**src/rtl/event_readout_ctrl.sv**
```systemverilog
// event_readout_ctrl
//
// Reader side of the event buffer. Whenever the occupancy monitor reports at
// least one unread event (n_pileup != 0) and no overflow, one fixed-length
// event of WORDS_PER_EVENT samples is fetched from the event RAM and streamed
// out on a valid/ready interface. When the last word of the event has been
// accepted downstream, read_complete pulses once. That pulse is the decrement
// input of the occupancy monitor.
//
// Ports:
//   clk, rst_n             system clock, asynchronous active-low reset
//   live_rising            run-start pulse; synchronous flush of all state
//   n_pileup[5:0]          unread event count (unsigned)
//   read_overflow          blocks the start of new events
//   ram_rd_en/ram_rd_addr  RAM read strobe and address
//   ram_rd_data            RAM data, valid RAM_LATENCY cycles after ram_rd_en
//   tx_data/tx_valid/tx_ready/tx_sof/tx_eof   output stream
//   read_complete          one-cycle pulse per fully transmitted event
//   busy                   high in any state other than IDLE
//   evt_count[15:0]        events completed since run start
//
// state | meaning
// ------+-------------------------------------------------------------
// IDLE  | waiting for n_pileup != 0 with read_overflow low
// FETCH | issuing RAM reads while skid FIFO credit allows
// DRAIN | all reads issued; waiting for the eof word handshake
// DONE  | pulse read_complete, bump evt_count, advance rd_ptr

module event_readout_ctrl #(
    parameter int WORDS_PER_EVENT = 64,
    parameter int ADDR_W          = 10,
    parameter int DATA_W          = 16,
    parameter int RAM_LATENCY     = 2,
    parameter int FIFO_DEPTH      = 4
) (
    input  logic              clk,
    input  logic              rst_n,
    input  logic              live_rising,
    input  logic [5:0]        n_pileup,
    input  logic              read_overflow,
    output logic              ram_rd_en,
    output logic [ADDR_W-1:0] ram_rd_addr,
    input  logic [DATA_W-1:0] ram_rd_data,
    output logic [DATA_W-1:0] tx_data,
    output logic              tx_valid,
    input  logic              tx_ready,
    output logic              tx_sof,
    output logic              tx_eof,
    output logic              read_complete,
    output logic              busy,
    output logic [15:0]       evt_count
);

    localparam int IDX_W = $clog2(WORDS_PER_EVENT + 1);
    localparam int PTR_W = (FIFO_DEPTH > 1) ? $clog2(FIFO_DEPTH) : 1;
    localparam int CNT_W = $clog2(FIFO_DEPTH + 1);
    localparam logic [IDX_W-1:0] LAST_IDX = IDX_W'(WORDS_PER_EVENT - 1);

    typedef enum logic [1:0] {
        ST_IDLE  = 2'd0,
        ST_FETCH = 2'd1,
        ST_DRAIN = 2'd2,
        ST_DONE  = 2'd3
    } state_t;

    state_t              state, state_nxt;
    logic [ADDR_W-1:0]   rd_ptr;
    logic [ADDR_W-1:0]   base;
    logic [IDX_W-1:0]    word_idx;

    // One tag slot per pipeline stage of the RAM; slot RAM_LATENCY-1 lines up
    // with valid ram_rd_data.
    logic [RAM_LATENCY-1:0] tag_v;
    logic [RAM_LATENCY-1:0] tag_sof;
    logic [RAM_LATENCY-1:0] tag_eof;

    logic [DATA_W-1:0]   fifo_data [FIFO_DEPTH];
    logic [FIFO_DEPTH-1:0] fifo_sof;
    logic [FIFO_DEPTH-1:0] fifo_eof;
    logic [PTR_W-1:0]    fifo_head;
    logic [PTR_W-1:0]    fifo_tail;
    logic [CNT_W-1:0]    fifo_count;

    logic [CNT_W-1:0]    inflight;
    logic                credit_ok;
    logic                issue;
    logic                push;
    logic                pop;
    logic                eof_hs;

    function automatic logic [PTR_W-1:0] ptr_inc(input logic [PTR_W-1:0] p);
        return (p == PTR_W'(FIFO_DEPTH - 1)) ? '0 : p + 1'b1;
    endfunction

    always_comb begin
        inflight = '0;
        for (int i = 0; i < RAM_LATENCY; i++) begin
            inflight = inflight + CNT_W'(tag_v[i]);
        end
    end

    // Credit counts words already in the FIFO plus words still in the RAM
    // pipeline, so every issued read has a guaranteed FIFO slot on arrival.
    assign credit_ok = ({1'b0, fifo_count} + {1'b0, inflight}) < (CNT_W + 1)'(FIFO_DEPTH);
    assign issue     = (state == ST_FETCH) && credit_ok && !live_rising;
    assign push      = tag_v[RAM_LATENCY-1];
    assign tx_valid  = (fifo_count != '0);
    assign pop       = tx_valid && tx_ready;
    assign eof_hs    = pop && fifo_eof[fifo_head];

    assign tx_data   = tx_valid ? fifo_data[fifo_head] : '0;
    assign tx_sof    = tx_valid && fifo_sof[fifo_head];
    assign tx_eof    = tx_valid && fifo_eof[fifo_head];

    assign ram_rd_en     = issue;
    assign ram_rd_addr   = base + ADDR_W'(word_idx);
    assign read_complete = (state == ST_DONE) && !live_rising;
    assign busy          = (state != ST_IDLE);

    always_comb begin
        state_nxt = state;
        unique case (state)
            ST_IDLE: begin
                if ((n_pileup != 6'd0) && !read_overflow) state_nxt = ST_FETCH;
            end
            ST_FETCH: begin
                if (issue && (word_idx == LAST_IDX)) state_nxt = ST_DRAIN;
            end
            ST_DRAIN: begin
                // The eof word is the last one issued, so its handshake means
                // the pipeline and FIFO are empty once this cycle ends.
                if (eof_hs && (inflight == '0)) state_nxt = ST_DONE;
            end
            ST_DONE: begin
                state_nxt = ST_IDLE;
            end
            default: state_nxt = ST_IDLE;
        endcase
        if (live_rising) state_nxt = ST_IDLE;
    end

    always_ff @(posedge clk or negedge rst_n) begin
        if (!rst_n) begin
            state     <= ST_IDLE;
            rd_ptr    <= '0;
            base      <= '0;
            word_idx  <= '0;
            evt_count <= '0;
            tag_v     <= '0;
            tag_sof   <= '0;
            tag_eof   <= '0;
        end else begin
            state <= state_nxt;

            for (int i = 1; i < RAM_LATENCY; i++) begin
                tag_v[i]   <= tag_v[i-1];
                tag_sof[i] <= tag_sof[i-1];
                tag_eof[i] <= tag_eof[i-1];
            end
            tag_v[0]   <= issue;
            tag_sof[0] <= (word_idx == '0);
            tag_eof[0] <= (word_idx == LAST_IDX);

            if ((state == ST_IDLE) && (state_nxt == ST_FETCH)) begin
                base     <= rd_ptr;
                word_idx <= '0;
            end else if (issue) begin
                word_idx <= word_idx + 1'b1;
            end

            if (state == ST_DONE) begin
                evt_count <= evt_count + 16'd1;
                rd_ptr    <= rd_ptr + ADDR_W'(WORDS_PER_EVENT);
            end

            if (live_rising) begin
                tag_v     <= '0;
                rd_ptr    <= '0;
                base      <= '0;
                word_idx  <= '0;
                evt_count <= '0;
            end
        end
    end

    always_ff @(posedge clk or negedge rst_n) begin
        if (!rst_n) begin
            fifo_head  <= '0;
            fifo_tail  <= '0;
            fifo_count <= '0;
        end else if (live_rising) begin
            fifo_head  <= '0;
            fifo_tail  <= '0;
            fifo_count <= '0;
        end else begin
            if (push) fifo_tail <= ptr_inc(fifo_tail);
            if (pop)  fifo_head <= ptr_inc(fifo_head);
            unique case ({push, pop})
                2'b10:   fifo_count <= fifo_count + 1'b1;
                2'b01:   fifo_count <= fifo_count - 1'b1;
                default: fifo_count <= fifo_count;
            endcase
        end
    end

    // Storage needs no reset: the head is only observed while fifo_count != 0.
    always_ff @(posedge clk) begin
        if (push) begin
            fifo_data[fifo_tail] <= ram_rd_data;
            fifo_sof[fifo_tail]  <= tag_sof[RAM_LATENCY-1];
            fifo_eof[fifo_tail]  <= tag_eof[RAM_LATENCY-1];
        end
    end

endmodule

```
**config.mk**
```make
export PLATFORM = sky130hd
export DESIGN_NAME = event_readout_ctrl
export DESIGN_NICKNAME = d
export VERILOG_FILES = /design/src/rtl/event_readout_ctrl.sv
export SDC_FILE = /design/constraint.sdc
export NUM_CORES = 1
export LEC_CHECK = 0
export ABC_CLOCK_PERIOD_IN_PS = 4750
export CORE_ASPECT_RATIO = 1.4
export CORE_MARGIN = 10
export CORE_UTILIZATION = 35
export CTS_CLUSTER_SIZE = 24
export DETAILED_ROUTE_END_ITERATION = 6
export GPL_ROUTABILITY_DRIVEN = 1
export GPL_TIMING_DRIVEN = 1
export PLACE_DENSITY = 0.54
export SYNTH_ARGS = -nofsm -noshare
export SYNTH_HDL_FRONTEND = slang
export SYNTH_SLANG_ARGS = --single-unit
```
**constraint.sdc**
```tcl
create_clock -name clk -period 4.75 [get_ports clk]
set_input_delay 0.95 -clock clk [delete_from_list [all_inputs] [get_ports clk]]
set_output_delay 0.95 -clock clk [all_outputs]
set_load 0.02 [all_outputs]
```
## Word level (Yosys, flattened, before mapping)

Memory sizes are Yosys's and may differ from the RTL's.
Cells that the tools add are included.

- Add/sub/neg operators: 10
- Magnitude comparators: 4
- Eq/ne operators: 9
- Mux-type cells: 34
- Reductions and logical operators: 26

Operators by type and width:

| kind | number |
|---|---|
| $mux W16 | 3 |
| $mux W10 | 4 |
| $mux W2 | 11 |
| $mux W7 | 3 |
| $add A16 B1 Y16 const B | 1 |
| $logic_and A1 B1 Y1 | 12 |
| $add A10 B7 Y10 | 1 |
| $add A10 B7 Y10 const B | 1 |
| $eq A2 B2 Y1 const B | 5 |
| $reduce_bool A2 Y1 | 5 |
| $reduce_bool A3 Y1 | 3 |
| $bwmux W4 | 2 |
| $pmux W2 S4 | 1 |
| $add A7 B1 Y7 const B | 1 |
| $eq A7 B6 Y1 const B | 1 |
| $logic_not A7 Y1 | 1 |
| $eq A2 B1 Y1 const B | 3 |
| $lt A2 B3 Y1 const B | 2 |
| $pmux W3 S2 | 1 |
| $reduce_bool A6 Y1 | 1 |
| $mux W1 | 5 |
| $add A2 B1 Y2 const B | 2 |
| $add A3 B2 Y4 | 1 |
| $bmux W1 S2 | 2 |
| other kinds (10) | 11 |

- Bits in registers: 66
- Bits in writable memories: 64
- Bits of input ports: 27
- Output and inout port bits: 48
- Logic and storage cells: 97
- Memories kept: 1

Memories:

| name | words | bits a word | rd ports | clocked after memory_dff | wr ports | line | source |
|---|---|---|---|---|---|---|---|
| fifo_data | 4 | 16 | 1 | 0 | 1 | 77 | `logic [DATA_W-1:0] fifo_data [FIFO_DEPTH];` |

## Longest topological paths before layout

- Depth in word-level cells: 13
- Gate-level depth with buffers: 8

## Least setup slack after synthesis

No wires, ideal clock.

- Path type: reg2out
- Start: register base[5]
- End: output ram_rd_addr[8]
- Data arrival time: 2.011 ns
- Required time: 3.800 ns
- Path slack: 1.789 ns
- Stages on the path, launching flop included: 9
- Path through: dfrtp_1 -> ha_1 -> inv_1 -> fa_1 -> nor2b_1 -> o21ai_0 -> a21oi_1 -> or4b_2 -> nand4_1

- Word-level cells in the longest chain between the ends: 1

RTL lines:

| element | line | source |
|---|---|---|
| from (decl) | 68 | `logic [ADDR_W-1:0] base;` |
| from (signal assigned) | 165 | `base <= rd_ptr;` |
| $add A10 B7 Y10 | 116 | `assign ram_rd_addr = base + ADDR_W'(word_idx);` |
| to (decl) | 42 | `output logic [ADDR_W-1:0] ram_rd_addr,` |

No other way between the ends.

## Worst setup path after layout

Same ends and word-level chain as after synthesis.

==> results.sh <==
export IMPL_drt_total_wl_um=11100
export IMPL_htreeDepth=4
export IMPL_setup_violations_final=0
export IMPL_yosysTopAreaCellShare=0.404
export IMPL_die_area_um2=20700
export IMPL_worstRegToRegCells=7
export IMPL_portBuffers=74
export IMPL_worstPathArrival_ns=3.11
export IMPL_clk_pin_slew_ns=0.06
export IMPL_hold_path_class="reg2reg"
export IMPL_hold_buffers=0
export IMPL_placed_cell_area_um2=6300
export IMPL_p_seq_frac=0.356
export IMPL_cts_path_max_buffers=2
export IMPL_cts_tree="built"
export IMPL_max_freq_mhz=246
export IMPL_cts_buffers=17
export IMPL_cp_max_fo=7
export IMPL_seq_area_frac_synth=0.624
export IMPL_layout_drive_gt1_share=0.133
export IMPL_power_density_nw_per_um2=473
export IMPL_post_drt_wl_per_cell_um=16.4
export IMPL_grt_max_degree=48
export IMPL_antenna_found_initial=0
export IMPL_root_buffer="clkbuf_16"
export IMPL_power_switching_share=0.265
export IMPL_min_period_over_period=0.855
export IMPL_post_cts_buffers=0
export IMPL_rsz0062_at_grt="false"
export IMPL_crit_chain="ha_1 -> inv_1 -> fa_1 -> nor2b_1 -> o21ai_0 -> a21oi_1 -> or4b_2 -> nand4_1 -> clkdlybuf4s50_1"
export IMPL_areaGrowthSynthToFinish_pct=29.9
export IMPL_yosysTopAreaCell="edfxtp_1"
export IMPL_p_int_uw=2420
export IMPL_maxCapViolCount=0
export IMPL_start_kind="flip-flop"
export IMPL_synth_edf_count=72
export IMPL_relSlewSlack=0.265
export IMPL_diodes=0
export IMPL_whs_path_depth=0
export IMPL_cts_sinks=119
export IMPL_hold_viol=0
export IMPL_synth_area_um2=5350
export IMPL_synth_ff_type="edfxtp_1"
export IMPL_fin_nets=518
export IMPL_status="finished, final reports clean"
export IMPL_clock_skew_ns=0.00769
export IMPL_synth_cell_types=44
export IMPL_async_reset_ff_frac=0.395
export IMPL_place_congestion=0.792
export IMPL_start_util=0.357
export IMPL_switchingPower_uw=872
export IMPL_criticalPathCategory="reg2out"
export IMPL_detail_route_antenna_nets=0
export IMPL_slowest_delay_ns=0.62
export IMPL_syn_nets=435
export IMPL_clock_latency_ns=0.40
export IMPL_peakVddDrop_uv=276
export IMPL_comb_power_share=0.218
export IMPL_yosysWarnings=0
export IMPL_grt_pass1_vias=3656
export IMPL_vias_per_cell=4.89
export IMPL_ys_ff_latch=119
export IMPL_grtUsageTotal=0.110
export IMPL_final_util=0.464
export IMPL_cpMaxStageDelayCell="or4b_2"
export IMPL_die_w_um=125
export IMPL_period_minus_slack_ns=4.06
export IMPL_grt_ovfl_total=0
export IMPL_tns_ns=0
export IMPL_avgSynthCellArea_um2=13.8
export IMPL_slew_viol_final=0
export IMPL_drc=0
export IMPL_num_vias=3304
export IMPL_dp_hpwl_um=7490
export IMPL_drt_iter0_drc=148
export IMPL_ctsResizeCount=0
export IMPL_p_leak_uw=0.00258
export IMPL_worst_pin_slew_ns=1.10
export IMPL_required_ns=3.80
export IMPL_fin_cells=675
export IMPL_crit_path_end_kind="output pin"
export IMPL_grt_pass1_wl_um=18700
export IMPL_dieHeight_um=166
export IMPL_synth_area_leaders="edfxtp_1 40%, dfrtp_1 22%, mux4_2 7.6%, ha_1 4.4%, nor2_1 2.8%"
export IMPL_dr_pass1_iters=4
export IMPL_fin_area_um2=6950
export IMPL_synth_cells=387
export IMPL_clock_power_share=0.426
export IMPL_dp_cells=643
export IMPL_rows=53
export IMPL_io_pins=75
export IMPL_core_um2=15000
==> final timing paths <==
check / from / end / slack [ns]
setup / recovery: base[5] / ram_rd_addr[8] / 0.69
hold / removal: tag_eof[0] / tag_eof[1] / 0.35
setup reg to reg: fifo_count[0] / fifo_count[2] / 2.41
hold reg to reg: tag_eof[0] / tag_eof[1] / 0.35
max in group asynchronous: rst_n / word_idx[4] / 3.30
min in group asynchronous: rst_n / evt_count[7] / 0.76
==> through the flow <==
stage,power (uW),hold WS [ns],setup WS (ns)
after floorplan,1610,0.331,1.79
after global placement,1930,0.337,1.17
after detailed placement,1930,0.337,1.11
after CTS,3350,0.349,0.666
after global routing,3430,0.357,0.495
final,3290,0.347,0.689
==> power groups by stage <==
stage / clock network [uW] / logic, uW / registers, uW
2_1_floorplan: 0 / 430 / 1180
4_1_cts: 1430 / 742 / 1170
6_report: 1400 / 717 / 1170
5_1_grt: 1480 / 782 / 1180
3_5_place_dp: 0 / 738 / 1190
3_3_place_gp: 0 / 736 / 1190
==> cells by family (layout without fill, tap and decap cells) <==
group           after synthesis  count (layout)  share of synthesized area
compound gates               32              32                     0.0386
xor+xnor                     30              30                     0.0491
fa+ha+maj                    21              21                     0.0519
buf+inv                      29             125                     0.0213
flops                       119             119                      0.624
mux                          23              23                     0.0851
simple gates                133             133                      0.131
==> critical path, delay by kind of cell (launching register included) <==
| family | cells | cell delay (ns) |
|---|---|---|
| AOI/OAI and AO/OA | 2 | 0.34 |
| adders and majority gates | 2 | 0.45 |
| buffers and inverters | 2 | 0.67 |
| DFF | 1 | 0.47 |
| and+or+nand+nor | 3 | 0.76 |
==> layout by cell type (no fill, tap or decap), types with 6 or more instances in the layout <==
master           instances
nand4_1                 11
mux4_2                  18
nand2_1                 19
o21ai_0                  7
nor3_1                   6
inv_1                   16
xor2_1                  15
clkbuf_16               17
nor2b_1                 21
ha_1                    19
dfrtp_1                 47
a21oi_1                 15
nor2_1                  40
clkdlybuf4s50_1         73
xnor2_1                 15
nand3_1                  6
edfxtp_1                72
==> registers in the layout, indices dropped and copies added, names as in the netlist <==
name        cells
fifo_data      64
evt_count      16
word_idx        7
base            5
fifo_eof        4
fifo_sof        4
rd_ptr          4
fifo_count      3
fifo_head       2
fifo_tail       2
state           2
tag_eof         2
tag_sof         2
tag_v           2
==> cells in the mapped netlist, drive strengths merged, types with 2 or more instances <==
library cell,number
edfxtp,72
dfrtp,47
nor2,42
nor2b,21
ha,19
nand2,19
mux4,18
inv,16
a21oi,15
xnor2,15
xor2,15
nand4,11
clkbuf,8
nor3,7
o21ai,7
and2,6
nand3,6
buf,5
mux2i,5
and3,3
nor3b,3
o31ai,3
or3,3
or4b,3
fa,2
nor4,2
or2,2
==> metal layers <==
layer  wire (um)  vias up  global-route usage
li1            -     1569                   -
met1        4850     1650               0.127
met2        5500       78               0.181
met3         652        7              0.0450
met4          99        0              0.0345
met5           0        -                   0
==> cell type report <==
| type | instances | area [um^2] |
|---|---|---|
| timing repair buffer | 77 | 758 |
| tap | 192 | 240 |
| multi-input combinational | 239 | 1910 |
| inverter | 16 | 60.1 |
| fill | 1375 | 8030 |
| clock inverter | 14 | 221 |
| clock buffer | 18 | 429 |
| sequential | 119 | 3340 |
Note: power is estimated with default switching activity, not from simulation.
